--- config.mk ---
export PLATFORM = sky130hd
export DESIGN_NAME = match_collector_flat
export DESIGN_NICKNAME = d
export VERILOG_FILES = /design/src/rtl/match_collector_if.sv /design/src/rtl/match_collector.sv /design/src/flat_wrapper.sv
export SDC_FILE = /design/constraint.sdc
export NUM_CORES = 1
export LEC_CHECK = 0
export BUFFER_PORTS_ARGS = -buffer_cell sky130_fd_sc_hd__buf_4
export CORE_MARGIN = 2
export CORE_UTILIZATION = 38
export CTS_CLUSTER_SIZE = 8
export DETAILED_ROUTE_END_ITERATION = 8
export RECOVER_POWER = 50
export REMOVE_ABC_BUFFERS = 1
export SYNTH_ARGS = -nofsm -noshare
export SYNTH_HDL_FRONTEND = slang
export SYNTH_SLANG_ARGS = --single-unit
export TNS_END_PERCENT = 20
--- constraint.sdc ---
create_clock -name CLK100MHZ -period 4 [get_ports CLK100MHZ]
set_input_delay 0.2 -clock CLK100MHZ [delete_from_list [all_inputs] [get_ports CLK100MHZ]]
set_output_delay 0.2 -clock CLK100MHZ [all_outputs]
set_load 0.005 [all_outputs]
--- src/rtl/match_collector_if.sv ---
// match_collector_if: engine control and result-readout signals of the match collector
interface match_collector_if #(
    parameter int AW = 15,
    parameter int CW = 8
);
    logic          start;
    logic          search_done;
    logic [AW-1:0] search_found;
    logic          search_reset;
    logic          search_activate;
    logic          rd_valid;
    logic [AW-1:0] rd_addr;
    logic          rd_ready;
    logic [CW-1:0] match_count;
    logic          overflow;
    logic          busy;
    logic          complete;

    modport master (
        output start, search_done, search_found, rd_ready,
        input  search_reset, search_activate, rd_valid, rd_addr, match_count, overflow, busy, complete
    );

    modport slave (
        input  start, search_done, search_found, rd_ready,
        output search_reset, search_activate, rd_valid, rd_addr, match_count, overflow, busy, complete
    );
endinterface

--- src/rtl/match_collector.sv ---
// match_collector: sequences the search engine and buffers each new match address in a FIFO
module match_collector #(
    parameter int DEPTH = 16,
    parameter int AW    = 15,
    parameter int CW    = 8
) (
    input  logic           CLK100MHZ,
    input  logic           CPU_RESETN,
    match_collector_if.slave bus
);
    localparam int PW = $clog2(DEPTH);
    localparam logic [AW-1:0] FOUND_RST = AW'(15'h00FF);

    typedef enum logic [3:0] {
        S_IDLE  = 4'b0001,
        S_CLEAR = 4'b0010,
        S_RUN   = 4'b0100,
        S_DONE  = 4'b1000
    } state_t;

    state_t        r_state, w_next;
    logic          r_clr;
    logic [AW-1:0] r_found_q;
    logic [AW-1:0] r_rd_addr;
    logic [AW-1:0] r_mem [DEPTH];
    logic [PW:0]   r_wptr, r_rptr, w_rnext;
    logic [CW-1:0] r_count;
    logic          r_overflow;
    logic          w_start_ok, w_capture, w_empty, w_full, w_pop, w_push, w_drop;
    logic          w_search_reset, w_search_activate;

    assign w_start_ok = bus.start && (r_state == S_IDLE || r_state == S_DONE);
    assign w_capture  = (r_state == S_RUN) && (bus.search_found != r_found_q);
    assign w_empty    = r_wptr == r_rptr;
    assign w_full     = (r_wptr[PW] != r_rptr[PW]) && (r_wptr[PW-1:0] == r_rptr[PW-1:0]);
    assign w_pop      = bus.rd_ready && !w_empty;
    assign w_push     = w_capture && (!w_full || w_pop);
    assign w_drop     = w_capture && w_full && !w_pop;
    assign w_rnext    = r_rptr + (PW+1)'(w_pop);

    // Next state and engine controls; the engine stays in reset in IDLE and CLEAR
    always_comb begin
        w_next            = r_state;
        w_search_reset    = 1'b0;
        w_search_activate = 1'b0;
        unique case (r_state)
            S_IDLE: begin
                w_search_reset = 1'b1;
                if (bus.start) w_next = S_CLEAR;
            end
            S_CLEAR: begin
                w_search_reset = 1'b1;
                if (r_clr) w_next = S_RUN;
            end
            S_RUN: begin
                w_search_activate = 1'b1;
                if (bus.search_done) w_next = S_DONE;
            end
            S_DONE: begin
                if (bus.start) w_next = S_CLEAR;
            end
            default: w_next = S_IDLE;
        endcase
    end

    // State register; r_clr marks the second CLEAR cycle
    always_ff @(posedge CLK100MHZ or negedge CPU_RESETN) begin
        if (!CPU_RESETN) begin
            r_state <= S_IDLE;
            r_clr   <= 1'b0;
        end else begin
            r_state <= w_next;
            r_clr   <= (r_state == S_CLEAR) && !r_clr;
        end
    end

    // FIFO pointers, registered head, match counter and sticky overflow; a new run flushes all
    always_ff @(posedge CLK100MHZ or negedge CPU_RESETN) begin
        if (!CPU_RESETN) begin
            r_wptr     <= '0;
            r_rptr     <= '0;
            r_rd_addr  <= '0;
            r_count    <= '0;
            r_overflow <= 1'b0;
            r_found_q  <= FOUND_RST;
        end else if (w_start_ok) begin
            r_wptr     <= '0;
            r_rptr     <= '0;
            r_rd_addr  <= '0;
            r_count    <= '0;
            r_overflow <= 1'b0;
            r_found_q  <= FOUND_RST;
        end else begin
            if (w_capture) begin
                r_found_q <= bus.search_found;
                if (r_count != '1) r_count <= r_count + CW'(1);
            end
            if (w_push) r_wptr <= r_wptr + (PW+1)'(1);
            if (w_pop) r_rptr <= w_rnext;
            if (w_drop) r_overflow <= 1'b1;
            if (w_pop || (w_push && w_empty))
                r_rd_addr <= (w_push && r_wptr == w_rnext) ? bus.search_found : r_mem[w_rnext[PW-1:0]];
        end
    end

    // Storage array, written only on an accepted push
    always_ff @(posedge CLK100MHZ) begin
        if (w_push) r_mem[r_wptr[PW-1:0]] <= bus.search_found;
    end

    assign bus.search_reset    = w_search_reset;
    assign bus.search_activate = w_search_activate;
    assign bus.rd_valid        = !w_empty;
    assign bus.rd_addr         = r_rd_addr;
    assign bus.match_count     = r_count;
    assign bus.overflow        = r_overflow;
    assign bus.busy            = (r_state == S_CLEAR) || (r_state == S_RUN);
    assign bus.complete        = r_state == S_DONE;
endmodule

--- src/flat_wrapper.sv ---
// flat-port wrapper written by rule: the top's interface ports become plain ports
module match_collector_flat 
#(
    parameter int DEPTH = 16,
    parameter int AW    = 15,
    parameter int CW    = 8
)
  (CLK100MHZ, CPU_RESETN, bus_start, bus_search_done, bus_search_found, bus_rd_ready, bus_search_reset, bus_search_activate, bus_rd_valid, bus_rd_addr, bus_match_count, bus_overflow, bus_busy, bus_complete);
  match_collector_if #(.AW(AW), .CW(CW)) bus_i ();
  input  logic CLK100MHZ;
  input  logic CPU_RESETN;
  input wire logic [$bits(bus_i.start)-1:0] bus_start;
  input wire logic [$bits(bus_i.search_done)-1:0] bus_search_done;
  input wire logic [$bits(bus_i.search_found)-1:0] bus_search_found;
  input wire logic [$bits(bus_i.rd_ready)-1:0] bus_rd_ready;
  output wire logic [$bits(bus_i.search_reset)-1:0] bus_search_reset;
  output wire logic [$bits(bus_i.search_activate)-1:0] bus_search_activate;
  output wire logic [$bits(bus_i.rd_valid)-1:0] bus_rd_valid;
  output wire logic [$bits(bus_i.rd_addr)-1:0] bus_rd_addr;
  output wire logic [$bits(bus_i.match_count)-1:0] bus_match_count;
  output wire logic [$bits(bus_i.overflow)-1:0] bus_overflow;
  output wire logic [$bits(bus_i.busy)-1:0] bus_busy;
  output wire logic [$bits(bus_i.complete)-1:0] bus_complete;
  assign bus_i.start = bus_start;
  assign bus_i.search_done = bus_search_done;
  assign bus_i.search_found = bus_search_found;
  assign bus_i.rd_ready = bus_rd_ready;
  assign bus_search_reset = bus_i.search_reset;
  assign bus_search_activate = bus_i.search_activate;
  assign bus_rd_valid = bus_i.rd_valid;
  assign bus_rd_addr = bus_i.rd_addr;
  assign bus_match_count = bus_i.match_count;
  assign bus_overflow = bus_i.overflow;
  assign bus_busy = bus_i.busy;
  assign bus_complete = bus_i.complete;
  match_collector #(.DEPTH(DEPTH), .AW(AW), .CW(CW)) u_core (.CLK100MHZ(CLK100MHZ), .CPU_RESETN(CPU_RESETN), .bus(bus_i));
endmodule
==> summary.md <==
| Metric | Value |
|---|---|
| Result of the run | `completed` |
| Largest driver fanout on the critical path | `31` |
| Part of the Yosys area used for sequential elements | `69.88%` |
| Routed Antenna Nets | `0` |
| Routed len/inst | `24.35 um` |
| Required time of the worst setup path | `4410 ps` |
| Detailed-route wire length | `30100 um` |
| Filler instances | `2690` |
| Clk_skew | `26.36 ps` |
| Drt pass-1 iters | `5` |
| Final hold violation count | `0` |
| XOR/XNOR Fraction of Synth Area | `2.704%` |
| Die Span Y | `183.6 um` |
| Compound-gate portion of the synthesized area | `7.693%` |
| Global route total overflow | `0` |
| Combinational share of power | `6.5%` |
| Mapped Avg Cell Area | `17.32 um^2` |
| Starting utilization of the core area | `38.76%` |
| Cts repair resizes | `0` |
| Total power | `0.007172 W` |
| Share of power burned in the clock network | `45.7%` |
| Top post-synthesis cells by area | `sky130_fd_sc_hd__edfxtp_1 59%, sky130_fd_sc_hd__mux4_2 11%, sky130_fd_sc_hd__dfrtp_1 9.2%` |
| Number of nets in the layout | `828` |
| Pin count of the biggest net entering global routing | `63` |
| Clock tree sinks | `294` |
| Actual transition at the worst max-transition pin | `1106 ps` |
| Cell Rows | `65` |
| Core Region | `31640 um^2` |
| Setup repair after global routing missed its margin | `no` |
| Power density over the cells | `495.5 nW/um^2` |
| Proportion of layout cells with a drive suffix above 1 | `24.70%` |
| Via count of the first global-routing pass | `7051` |
| Final Wtd Congestion | `0.7602` |
| Iteration-0 DRC count of the detailed router | `591` |
| Deepest clock path buffer count | `3` |
| Width of the die | `183.6 um` |
| Hold Crit Class | `in2reg` |
| Most frequent cell after synthesis | `sky130_fd_sc_hd__edfxtp_1` |
| Aggregate global-route resource usage | `18.25%` |
| MaxCap Viol Count | `0` |
| Number of buffers added by the clock tree synthesis step | `42` |
| Die Area | `33720 um^2` |
| Slew headroom | `26.02%` |
| I/O pin cnt | `49` |
| Post-synthesis simple-gate area fraction | `5.122%` |
| Area of the mapped netlist | `12260 um^2` |
| Leading area contributor after synthesis | `sky130_fd_sc_hd__edfxtp_1` |
| Max stage delay cell, worst path | `sky130_fd_sc_hd__ha_4` |
| Area growth from synthesis to final layout | `18.03%` |
| Part of the total power dissipated in sequential elements | `47.8%` |
| # diodes | `0` |
| Min Tclk post-route | `3368 ps` |
| Largest family of logic cells by synthesized area | `multiplexers` |
| HPWL Detailed | `17520 um` |
| Peak supply drop | `0.0003091 V` |
| Via count | `6886` |
| Dominant synthesized flop cell | `sky130_fd_sc_hd__edfxtp_1` |
| Multiplexer share of the synthesized area | `11.35%` |
| Seq cells post-synth | `294` |
| Hold-fix buffers, CTS | `7` |
| Detailed-route vias per instance | `5.571` |
| Clock latency on the worst-skew pair | `540 ps` |
| Wire length of the first global-routing pass | `44880 um` |
| CTS tree | `yes` |
| CP Launch Type | `register` |
| Startpoint-to-endpoint class of the critical path | `reg2reg` |
| Input/output buffers | `48` |
| Element type at the critical path end | `register` |
| H-tree level count | `2` |
| Leakage Power | `5.011 nW` |
| Total Negative Setup Slacks | `0 ps` |
| Number of flops mapped to enable cells by yosys | `240` |
| Share of Yosys cell area claimed by the top area cell type | `58.77%` |
| Clock tree root buffer cell | `sky130_fd_sc_hd__clkbuf_16` |
| Share of flip-flops with an asynchronous set or reset | `18.37%` |
| Antenna violations before repair | `0` |
| Final number of setup-violating endpoints | `0` |
| Buffers inserted during post-CTS setup optimization | `0` |
| Synth Area in Adders | `0.7142%` |
| Signal arrival time at the worst endpoint | `3780 ps` |
| DRC viols | `0` |
| Worst stage delay on the critical path | `620 ps` |
| Power dissipated by switching net loads | `0.001624 W` |
| Number of cells produced by synthesis | `708` |
| Fmax | `296.9 MHz` |
| Max Slew Vio Count | `0` |
| Warnings, synthesis | `0` |
| Top cell types by occurrence after synthesis | `240 x sky130_fd_sc_hd__edfxtp_1, 60 x sky130_fd_sc_hd__mux4_2, 45 x sky130_fd_sc_hd__dfrtp_1` |
| Cells traversed along the worst timing path | `xor2_1 > nor4_4 > a21boi_2 > ha_4 > buf_12 > mux4_2 > a22oi_1 > a22o_1 > a21oi_1` |
| Clock slew at reported path FFs | `50 ps` |
| Share of the cycle needed by the critical path after routing | `84.19%` |
| Internal Pwr Total | `0.005548 W` |
| Switching share of power | `22.65%` |
| Distinct cells, synth | `57` |
==> worst max-delay path, delay by kind of cell (launching register included) <==
kind | cells | cell delay (ps)
buffers and inverters | 1 | 330
AND/OR/NAND/NOR | 1 | 420
XOR/XNOR | 1 | 230
AO/OA/AOI/OAI | 4 | 590
multiplexers | 1 | 540
flip-flops | 1 | 470
adder cells (fa/ha/maj) | 1 | 620
==> per-stage QoR <==
step | instance area, um^2 | util [%] | hold slack (ps) | setup slack, ps | cells
floorplan | 12010 | - | -95.59 | -2576 | 663
global placement | 13220 | 41.79 | 332.4 | 642.3 | 1152
detailed placement | 13220 | 41.79 | 337.0 | 596.7 | 1152
CTS | 14530 | 45.93 | 1.689 | 582.4 | 1236
global route | 14470 | 45.75 | 32.53 | 424.5 | 1236
finish | 14470 | 45.75 | 18.26 | 632.3 | 1236
==> power by group through the flow <==
stage / combinational [W] / sequential [W] / clock, W
2_1_floorplan: 0.000233 / 0.00346 / 0
3_3_place_gp: 0.000466 / 0.00348 / 0
3_5_place_dp: 0.000472 / 0.00348 / 0
4_1_cts: 0.000478 / 0.00343 / 0.00334
5_1_grt: 0.000508 / 0.00343 / 0.00348
6_report: 0.000468 / 0.00343 / 0.00328
==> cell families after synthesis <==
| family | count (synthesis) |
|---|---|
| adders and majority gates | 7 |
| DFF | 294 |
| buffers and inverters | 60 |
| muxes | 64 |
| AOI/OAI and AO/OA | 128 |
| and+or+nand+nor | 118 |
| xor gates and xnor gates | 37 |
==> layout by cell type, fill, tap and decap left out, types with 7 or more instances in the layout <==
master,synthesis,final
sky130_fd_sc_hd__inv_1,14,14
sky130_fd_sc_hd__edfxtp_1,240,240
sky130_fd_sc_hd__clkbuf_1,13,46
sky130_fd_sc_hd__a22o_1,15,15
sky130_fd_sc_hd__clkbuf_16,0,42
sky130_fd_sc_hd__xor2_1,24,24
sky130_fd_sc_hd__nor2_1,35,35
sky130_fd_sc_hd__nand3_1,24,24
sky130_fd_sc_hd__dfrtp_1,45,45
sky130_fd_sc_hd__dlygate4sd3_1,0,7
sky130_fd_sc_hd__a22oi_1,30,30
sky130_fd_sc_hd__xnor2_1,12,12
sky130_fd_sc_hd__nand2_1,9,9
sky130_fd_sc_hd__dfstp_2,9,8
sky130_fd_sc_hd__a31oi_1,7,7
sky130_fd_sc_hd__and3_1,17,17
sky130_fd_sc_hd__buf_4,1,61
sky130_fd_sc_hd__a21oi_1,20,20
sky130_fd_sc_hd__clkbuf_4,0,9
sky130_fd_sc_hd__o21ai_0,13,13
sky130_fd_sc_hd__a32oi_1,9,9
sky130_fd_sc_hd__mux4_2,60,60
sky130_fd_sc_hd__o31ai_1,15,15
==> routing by layer <==
metal	vias to the layer above	part of all wire [%]	track usage, %
li1	3040	-	-
met1	3574	41	23.33
met2	207	50	31.40
met3	65	5.2	2.872
met4	0	3.6	6.944
met5	-	0	0
==> sequential cells by signal (all words and copies together), names as in the netlist <==
name                    count
u_core.r_rptr               5
u_core.bus.match_count      8
u_core.r_wptr               5
u_core.bus.rd_addr         15
u_core.r_mem              240
u_core.bus.overflow         1
u_core.r_clr                1
u_core.r_found_q           15
u_core.r_state              4
==> area by class of cell <==
| type | count | area (um^2) | area share [%] |
|---|---|---|---|
| well taps | 402 | 503.0 | 3.475 |
| clock inverters | 3 | 58.81 | 0.4063 |
| flip-flops and latches | 294 | 8569 | 59.21 |
| inverters | 15 | 56.30 | 0.3890 |
| repair buffers | 94 | 691.9 | 4.780 |
| clock buffers | 74 | 1181 | 8.160 |
| multi-input cells | 354 | 3413 | 23.58 |
==> worst paths after layout <==
kind,to,slack [ps],start,cells past startpoint
max,u_core.bus.rd_addr[6],630,u_core.r_wptr[0],9
min reg2reg,u_core.r_clr,460,u_core.r_clr,1
max in group asynchronous,u_core.bus.rd_addr[3],3170,CPU_RESETN,2
min,u_core.bus.overflow,20,bus_rd_ready,3
min in group asynchronous,u_core.bus.overflow,280,CPU_RESETN,2
max reg2reg,u_core.bus.rd_addr[6],630,u_core.r_wptr[0],9
No activity file was read; power rests on OpenSTA's default activity.
